===== config.mk =====
export PLATFORM = sky130hd
export DESIGN_NAME = gate_counter
export DESIGN_NICKNAME = d
export VERILOG_FILES = /design/src/rtl/gate_counter.sv
export SDC_FILE = /design/constraint.sdc
export NUM_CORES = 1
export LEC_CHECK = 0
export ABC_AREA = 1
export BUFFER_PORTS_ARGS = -buffer_cell sky130_fd_sc_hd__clkbuf_2
export CORE_ASPECT_RATIO = 1.75
export CORE_MARGIN = 3
export CORE_UTILIZATION = 25
export CTS_CLUSTER_DIAMETER = 100
export DETAILED_ROUTE_END_ITERATION = 6
export GPL_TIMING_DRIVEN = 0
export SETUP_SLACK_MARGIN = 0.5
export SYNTH_ARGS = -nofsm -noshare
export SYNTH_HDL_FRONTEND = slang
export SYNTH_SLANG_ARGS = --single-unit

===== constraint.sdc =====
create_clock -name clk -period 3.2 [get_ports clk]
set_input_delay 0 -clock clk [delete_from_list [all_inputs] [get_ports clk]]
set_output_delay 0 -clock clk [all_outputs]
set_load 0.02 [all_outputs]

===== src/rtl/gate_counter.sv =====
// rtl/gate_counter.sv - equal-precision gate counter producing the Q1..Q4 counts of the frequency meter
//
// Ports:
//   clk      system clock
//   rst_n    asynchronous reset, active low
//   sig_a    measured signal, asynchronous to clk
//   sig_b    phase-reference signal, asynchronous to clk
//   q1       clk cycles in the actual gate
//   q2       sig_a rising edges in the actual gate
//   q3       clk cycles in the gate with sig_a high
//   q4       clk cycles in the gate with sig_a high and sig_b low
//   valid    one-cycle strobe; q1..q4 and timeout update on this cycle
//   timeout  last result was aborted (q1..q4 are zero); held until the next valid
//   busy     gate open or waiting for its closing edge
module gate_counter #(
    parameter int unsigned GATE_CYCLES    = 100_000_000,
    parameter int unsigned TIMEOUT_CYCLES = 200_000_000
) (
    input  logic        clk,
    input  logic        rst_n,
    input  logic        sig_a,
    input  logic        sig_b,
    output logic [31:0] q1,
    output logic [31:0] q2,
    output logic [31:0] q3,
    output logic [31:0] q4,
    output logic        valid,
    output logic        timeout,
    output logic        busy
);

    typedef enum logic [1:0] {
        WAIT_OPEN = 2'd0,
        OPEN      = 2'd1,
        CLOSING   = 2'd2,
        DONE      = 2'd3
    } state_t;

    localparam logic [31:0] GATE_LAST    = 32'(GATE_CYCLES - 1);
    localparam logic [31:0] TIMEOUT_LAST = 32'(TIMEOUT_CYCLES - 1);
    localparam logic [31:0] SAT          = 32'hFFFF_FFFF;

    state_t      state;
    state_t      state_next;

    logic        a_m, a_s, a_d;
    logic        b_m, b_s;
    logic        a_rise;

    logic [31:0] q1w, q2w, q3w, q4w;
    logic [31:0] preset;
    logic [31:0] to_cnt;

    logic        open_gate;
    logic        close_gate;
    logic        abort;
    logic        counting;

    function automatic logic [31:0] sat_inc(input logic [31:0] v, input logic en);
        return (en && (v != SAT)) ? v + 32'd1 : v;
    endfunction

    // Both inputs see the same synchroniser depth, so the latency cancels
    // out of every count.
    always_ff @(posedge clk or negedge rst_n) begin
        if (!rst_n) begin
            a_m <= 1'b0;
            a_s <= 1'b0;
            a_d <= 1'b0;
            b_m <= 1'b0;
            b_s <= 1'b0;
        end else begin
            a_m <= sig_a;
            a_s <= a_m;
            a_d <= a_s;
            b_m <= sig_b;
            b_s <= b_m;
        end
    end

    assign a_rise = a_s & ~a_d;

    always_ff @(posedge clk or negedge rst_n) begin
        if (!rst_n) begin
            state <= WAIT_OPEN;
        end else begin
            state <= state_next;
        end
    end

    always_comb begin
        state_next = state;
        open_gate  = 1'b0;
        close_gate = 1'b0;
        abort      = 1'b0;
        counting   = 1'b0;
        case (state)
            WAIT_OPEN: begin
                // A real edge wins over a coincident timeout.
                if (a_rise) begin
                    open_gate  = 1'b1;
                    state_next = OPEN;
                end else if (to_cnt == TIMEOUT_LAST) begin
                    abort = 1'b1;
                end
            end
            OPEN: begin
                counting = 1'b1;
                // preset becomes GATE_CYCLES at the end of this cycle; an
                // edge here is still counted and does not close the gate.
                if (preset == GATE_LAST) begin
                    state_next = CLOSING;
                end
            end
            CLOSING: begin
                if (a_rise) begin
                    // The closing edge cycle is excluded so Q1 spans whole
                    // sig_a periods.
                    close_gate = 1'b1;
                    state_next = DONE;
                end else if (to_cnt == TIMEOUT_LAST) begin
                    abort      = 1'b1;
                    state_next = WAIT_OPEN;
                end else begin
                    counting = 1'b1;
                end
            end
            DONE: begin
                state_next = WAIT_OPEN;
            end
            default: begin
                state_next = WAIT_OPEN;
            end
        endcase
    end

    // Timeout counter restarts on every state change and after each abort.
    always_ff @(posedge clk or negedge rst_n) begin
        if (!rst_n) begin
            to_cnt <= '0;
        end else if ((state_next != state) || abort) begin
            to_cnt <= '0;
        end else if ((state == WAIT_OPEN) || (state == CLOSING)) begin
            to_cnt <= to_cnt + 32'd1;
        end
    end

    always_ff @(posedge clk or negedge rst_n) begin
        if (!rst_n) begin
            q1w    <= '0;
            q2w    <= '0;
            q3w    <= '0;
            q4w    <= '0;
            preset <= '0;
        end else if (open_gate) begin
            // The opening edge cycle is gate cycle 1; a_s is known high here.
            q1w    <= 32'd1;
            q2w    <= 32'd1;
            q3w    <= 32'd1;
            q4w    <= {31'd0, ~b_s};
            preset <= 32'd1;
        end else if (counting) begin
            q1w    <= sat_inc(q1w, 1'b1);
            q2w    <= sat_inc(q2w, a_rise);
            q3w    <= sat_inc(q3w, a_s);
            q4w    <= sat_inc(q4w, a_s & ~b_s);
            preset <= sat_inc(preset, 1'b1);
        end
    end

    always_ff @(posedge clk or negedge rst_n) begin
        if (!rst_n) begin
            q1      <= '0;
            q2      <= '0;
            q3      <= '0;
            q4      <= '0;
            timeout <= 1'b0;
            valid   <= 1'b0;
        end else begin
            valid <= close_gate | abort;
            if (close_gate) begin
                q1      <= q1w;
                q2      <= q2w;
                q3      <= q3w;
                q4      <= q4w;
                timeout <= 1'b0;
            end else if (abort) begin
                q1      <= '0;
                q2      <= '0;
                q3      <= '0;
                q4      <= '0;
                timeout <= 1'b1;
            end
        end
    end

    assign busy = (state == OPEN) || (state == CLOSING);

endmodule


# --- Word level (Yosys, flattened, before mapping) ---
# Index checks and enable logic that the tools add are counted.
classes:
  add_sub_neg: 6
  n_eq_ne: 11
  muxes: 38
  bitwise_logic: 5
  n_reduce_logical: 21
op_table:
  columns: ["operator", "count"]
  rows:
  - ["32-bit 2-to-1 mux", 22]
  - ["32-bit by 1-bit adder with 32-bit output (second input constant)", 6]
  - ["32-bit != test (second input constant)", 5]
  - ["32-bit by 27-bit == test with 1-bit output (second input constant)", 1]
  - ["32-bit by 28-bit == test with 1-bit output (second input constant)", 1]
  - ["2-bit nonzero test", 8]
  - ["1-bit 2-to-1 mux", 10]
  - ["2-bit AND reduction", 5]
  - ["2-bit 2-to-1 mux", 4]
  - ["2-bit one-hot mux with 4 select lines", 1]
  - ["2-bit == test (second input constant)", 2]
  - ["1-bit logical AND", 3]
  - ["1-bit logical OR", 3]
  - ["1-bit bitwise AND", 2]
  - ["2-bit by 1-bit == test with 1-bit output (second input constant)", 1]
  - ["2-bit logical NOT", 1]
  - ["2-bit != test", 1]
  - ["1-bit inverter", 2]
  - ["1-bit one-hot mux with 2 select lines", 1]
  - ["2-bit OR reduction", 1]
  - ["1-bit bitwise OR", 1]
word_totals:
  register_bits: 329

# --- Logic depth before layout (Yosys ltp) ---
logic_depth:
  depth_word: 7
  ltp_mapped: 16

# --- Least setup slack after synthesis ---
# OpenSTA, ideal clock, no wires.
synth_timing:
  path_type: "register to register"
  startpoint: "register state[1]"
  endpoint: "register q3w[16]"
  arrival_ns: 1.841
  required_time_ns: 3.105
  slack_ns: 1.264
  stages_incl_launch_ff: 12
  n_path_buf: 3
  cell_sequence: "dfrtp_1 > inv_1 > ha_1 > inv_1 > nor2_4 > inv_2 > buf_2 > o21ai_1 > nand2_1 > buf_4 > buf_6 > o31ai_1"
synth_between:
  elab_chain_cells: 4
synth_lines:
  columns: ["element", "line", "source"]
  rows:
  - ["start: declaration", "43", "state_t state;"]
  - ["start signal: assignment", "87", "state <= state_next;"]
  - ["2-bit == test (tied with other cells)", "97", "case (state)"]
  - ["1-bit one-hot mux with 2 select lines or 1-bit 2-to-1 mux (tied branches)", "97", null]
  - ["2-bit nonzero test (no source line)", null, null]
  - ["2-bit AND reduction (no source line)", null, null]
  - ["end signal: assignment", "165", "q3w <= sat_inc(q3w, a_s);"]
  - ["end: declaration", "50", "logic [31:0] q1w, q2w, q3w, q4w;"]
# Parallel ways exist; a longest one is shown, timed or not.
# A chain may end at the register's enable or synchronous reset.

# --- Final worst setup path ---
layout_timing:
  startpoint: "register state[0]"
  endpoint: "register preset[30]"
layout_between:
  elab_chain_cells: 4
layout_lines:
  columns: ["element", "line", "source"]
  rows:
  - ["2-bit == test (tied with other cells)", "97", null]
  - ["1-bit one-hot mux with 2 select lines or 1-bit 2-to-1 mux (tied branches)", "97", null]
  - ["2-bit nonzero test (no source line)", null, null]
  - ["2-bit AND reduction (no source line)", null, null]
  - ["end signal: assignment", "167", "preset <= sat_inc(preset, 1'b1);"]
  - ["end: declaration", "51", "logic [31:0] preset;"]
# Parallel ways exist; a longest one is shown, timed or not.

==> reports/metrics.csv <==
metric;value;unit
PwrDens;551;nW/um2
Nets;2382;
largest net degree at the start of global routing;109;
Final Skew;21.9;ps
root buf cell;clkbuf_16;
Routed Antenna Nets;0;
setup TNS;0;ps
Setup CP Type;flop to flop;
met3 usage;0.0328;
I/O pin count;135;
Clock Sinks;329;
sequential area share after synthesis;0.469;
HP Class;primary input to flop;
Worst Path Max Fanout;10;
leakage power;8.43;nW
synthesized area;17500;um2
Post-Place Cell Area;19400;um2
initial antenna violation count;0;
via count;15660;
crit path DAT;3140;ps
Setup crit start kind;flop;
unrepaired setup endpoints after global routing;no;
layout cell share with drive strength beyond 1;0.134;
DIE AREA;73500;um2
Die Ht;356;um
HPWL after DPL;47400;um
yosys warns;0;
most common cell after layout, fill and taps aside;nand2_1;
Die X;206;um
met2 usage;0.318;
Worst Path Required;3730;ps
post-layout instance area;20600;um2
relative slew slack;0.333;
Syn Inst Count;2192;
FMAX;0.383;GHz
area grow syn2layout;17.4;%
CTS Buf Count;31;
CTS tree;done;
buffers added on ports;134;
DP Cell Count;3232;
Initial Util;0.254;
GRT Total Usage;0.164;
GR Overflow Total;0;
fin. max-slew vios;0;
Rows;127;
first-pass GRT wire length;92900;um
Std-Cell Core Area;69000;um2
# fillers;7473;
synthesized flop and latch total;329;
Max-cap violations;0;
multi-input logic area;8100;um2
Synth Net Count;2205;
diode count;0;
Max VDD drop;0.450;mV
final cell count without fillers;3294;
outcome;complete, no violations;
vias in the first global route;15901;
gp weighted congestion;0.972;
Hold Vio Cnt, Final;0;
min cycle time layout;2610;ps
Clock Latency Late Sink;610;ps
Clock Path Buffers;3;
Sequential cell area;8230;um2
crit path capture type;flop;
First-pass DRT Iterations;5;
H-tree levels;1;
Routed wire per std cell;18.5;um
fin crit share;0.817;
Yosys cell types;38;
clock slew at reported path FFs;70;ps
final setup violation count;0;
GRT Max-Usage Layer;met2;
Initial DRC Count;779;
Final Power;11.3;mW
Avg Cell Area, Syn;8.00;um2
Least-Margin Pin Slew;1000;ps
final WL;60900;um
drt drc;0;
most frequent cells in the layout;nand2_1, dfrtp_1, nand3_1;
met1 usage;0.165;
drt via density;4.75;
[layer usage]
metal	routed length, um	up-vias	part of all wire
met1	21200	7514	0.35
met5	0	-	0
li1	-	7608	-
met3	3710	131	0.061
met4	2900	0	0.048
met2	33000	407	0.54
[worst max-delay path, stage by stage (launching register included)]
cell and delay (ps):
dfrtp_1 400, inv_1 100, ha_1 260, inv_1 180
nor2_4 70, inv_2 130, buf_2 310, buf_1 790
nand3_1 160, o21ai_1 110
[Yosys cell counts]
cell type,number,area share
xor2_1,120,0.060
inv_2,8,0.0017
nor3_1,104,0.030
a31oi_1,1,0.00036
dfrtp_1,329,0.47
nand3b_1,3,0.0013
o21ai_1,26,0.0074
and3_1,1,0.00036
buf_2,37,0.011
mux2i_1,1,0.00057
nand4_1,67,0.024
nand3_2,1,0.00057
inv_1,190,0.041
nand3_1,206,0.059
nand2_1,498,0.11
nor4_1,15,0.0054
o21ai_0,152,0.043
a21oi_1,3,0.00086
nor2_4,7,0.0045
o31ai_1,90,0.039
and3b_1,2,0.0010
buf_4,2,0.00086
nor3_2,1,0.00057
nor2_1,185,0.040
buf_1,5,0.0011
nor3b_1,5,0.0021
or2_2,5,0.0018
clkinv_1,1,0.00021
nand2_4,3,0.0019
nor2_2,34,0.012
o22ai_1,1,0.00036
clkbuf_1,43,0.0092
xnor2_1,16,0.0080
o21ai_2,4,0.0020
buf_6,8,0.0051
and2_1,1,0.00036
ha_1,9,0.0064
nand2_2,8,0.0029
[path summary, 6_finish.rpt]
check                      slack (ps)          to  cells past startpoint     start
min                                50         b_m                      2     sig_b
max in group asynchronous        1660       q2[4]                      5     rst_n
max                               590  preset[30]                      9  state[0]
min in group asynchronous         510      q1[19]                      4     rst_n
min reg2reg                       360         a_s                      0       a_m
max reg2reg                       590  preset[30]                      9  state[0]
[timing repair]
item                       in CTS  in global routing
setup endpoints to repair     148                122
buffers inserted                0                  2
gates resized for setup         8                 10
pin swaps                       0                  1
hold buffers                    5                  0
hold endpoints to repair      241                  0
[area by class of cell]
class                   instances  area share
repair buffers                144      0.0407
well taps                     903      0.0549
plain buffers                  95      0.0239
clock inverters                14     0.00802
inverters                     199      0.0363
clock buffers                  41      0.0429
flip-flops and latches        329       0.400
multi-input cells            1569       0.393
[where the power goes]
group | total (mW) | switching [mW] | internal (mW) | leakage [nW]
Sequential | 4.57 | 0.191 | 4.38 | 4.55
Combinational | 2.88 | 2.18 | 0.698 | 3.36
Clock | 3.89 | 1.71 | 2.18 | 0.520
Total | 11.3 | 4.09 | 7.25 | 8.43
[logic make-up (layout without fill, tap and decap cells)]
logic type,Yosys count,after routing,share of synthesized area
and+or+nand+nor,1146,1146,0.293
DFF,329,329,0.469
buffers and inverters,294,493,0.0694
AOI/OAI and AO/OA,277,277,0.0929
xor gates and xnor gates,136,136,0.0679
adders and majority gates,9,9,0.00642
muxes,1,1,0.000571
[metrics by stage]
step	worst slack (ps)	hold slack (ps)	util
4_1_cts	533	15.7	0.298
3_5_place_dp	-15.3	-78.2	0.282
6_report	586	48.4	0.298
3_3_place_gp	-5490	148	0.280
2_1_floorplan	1260	-296	-
5_1_grt	505	58.9	0.298
Note: power is estimated with default switching activity, not from simulation.
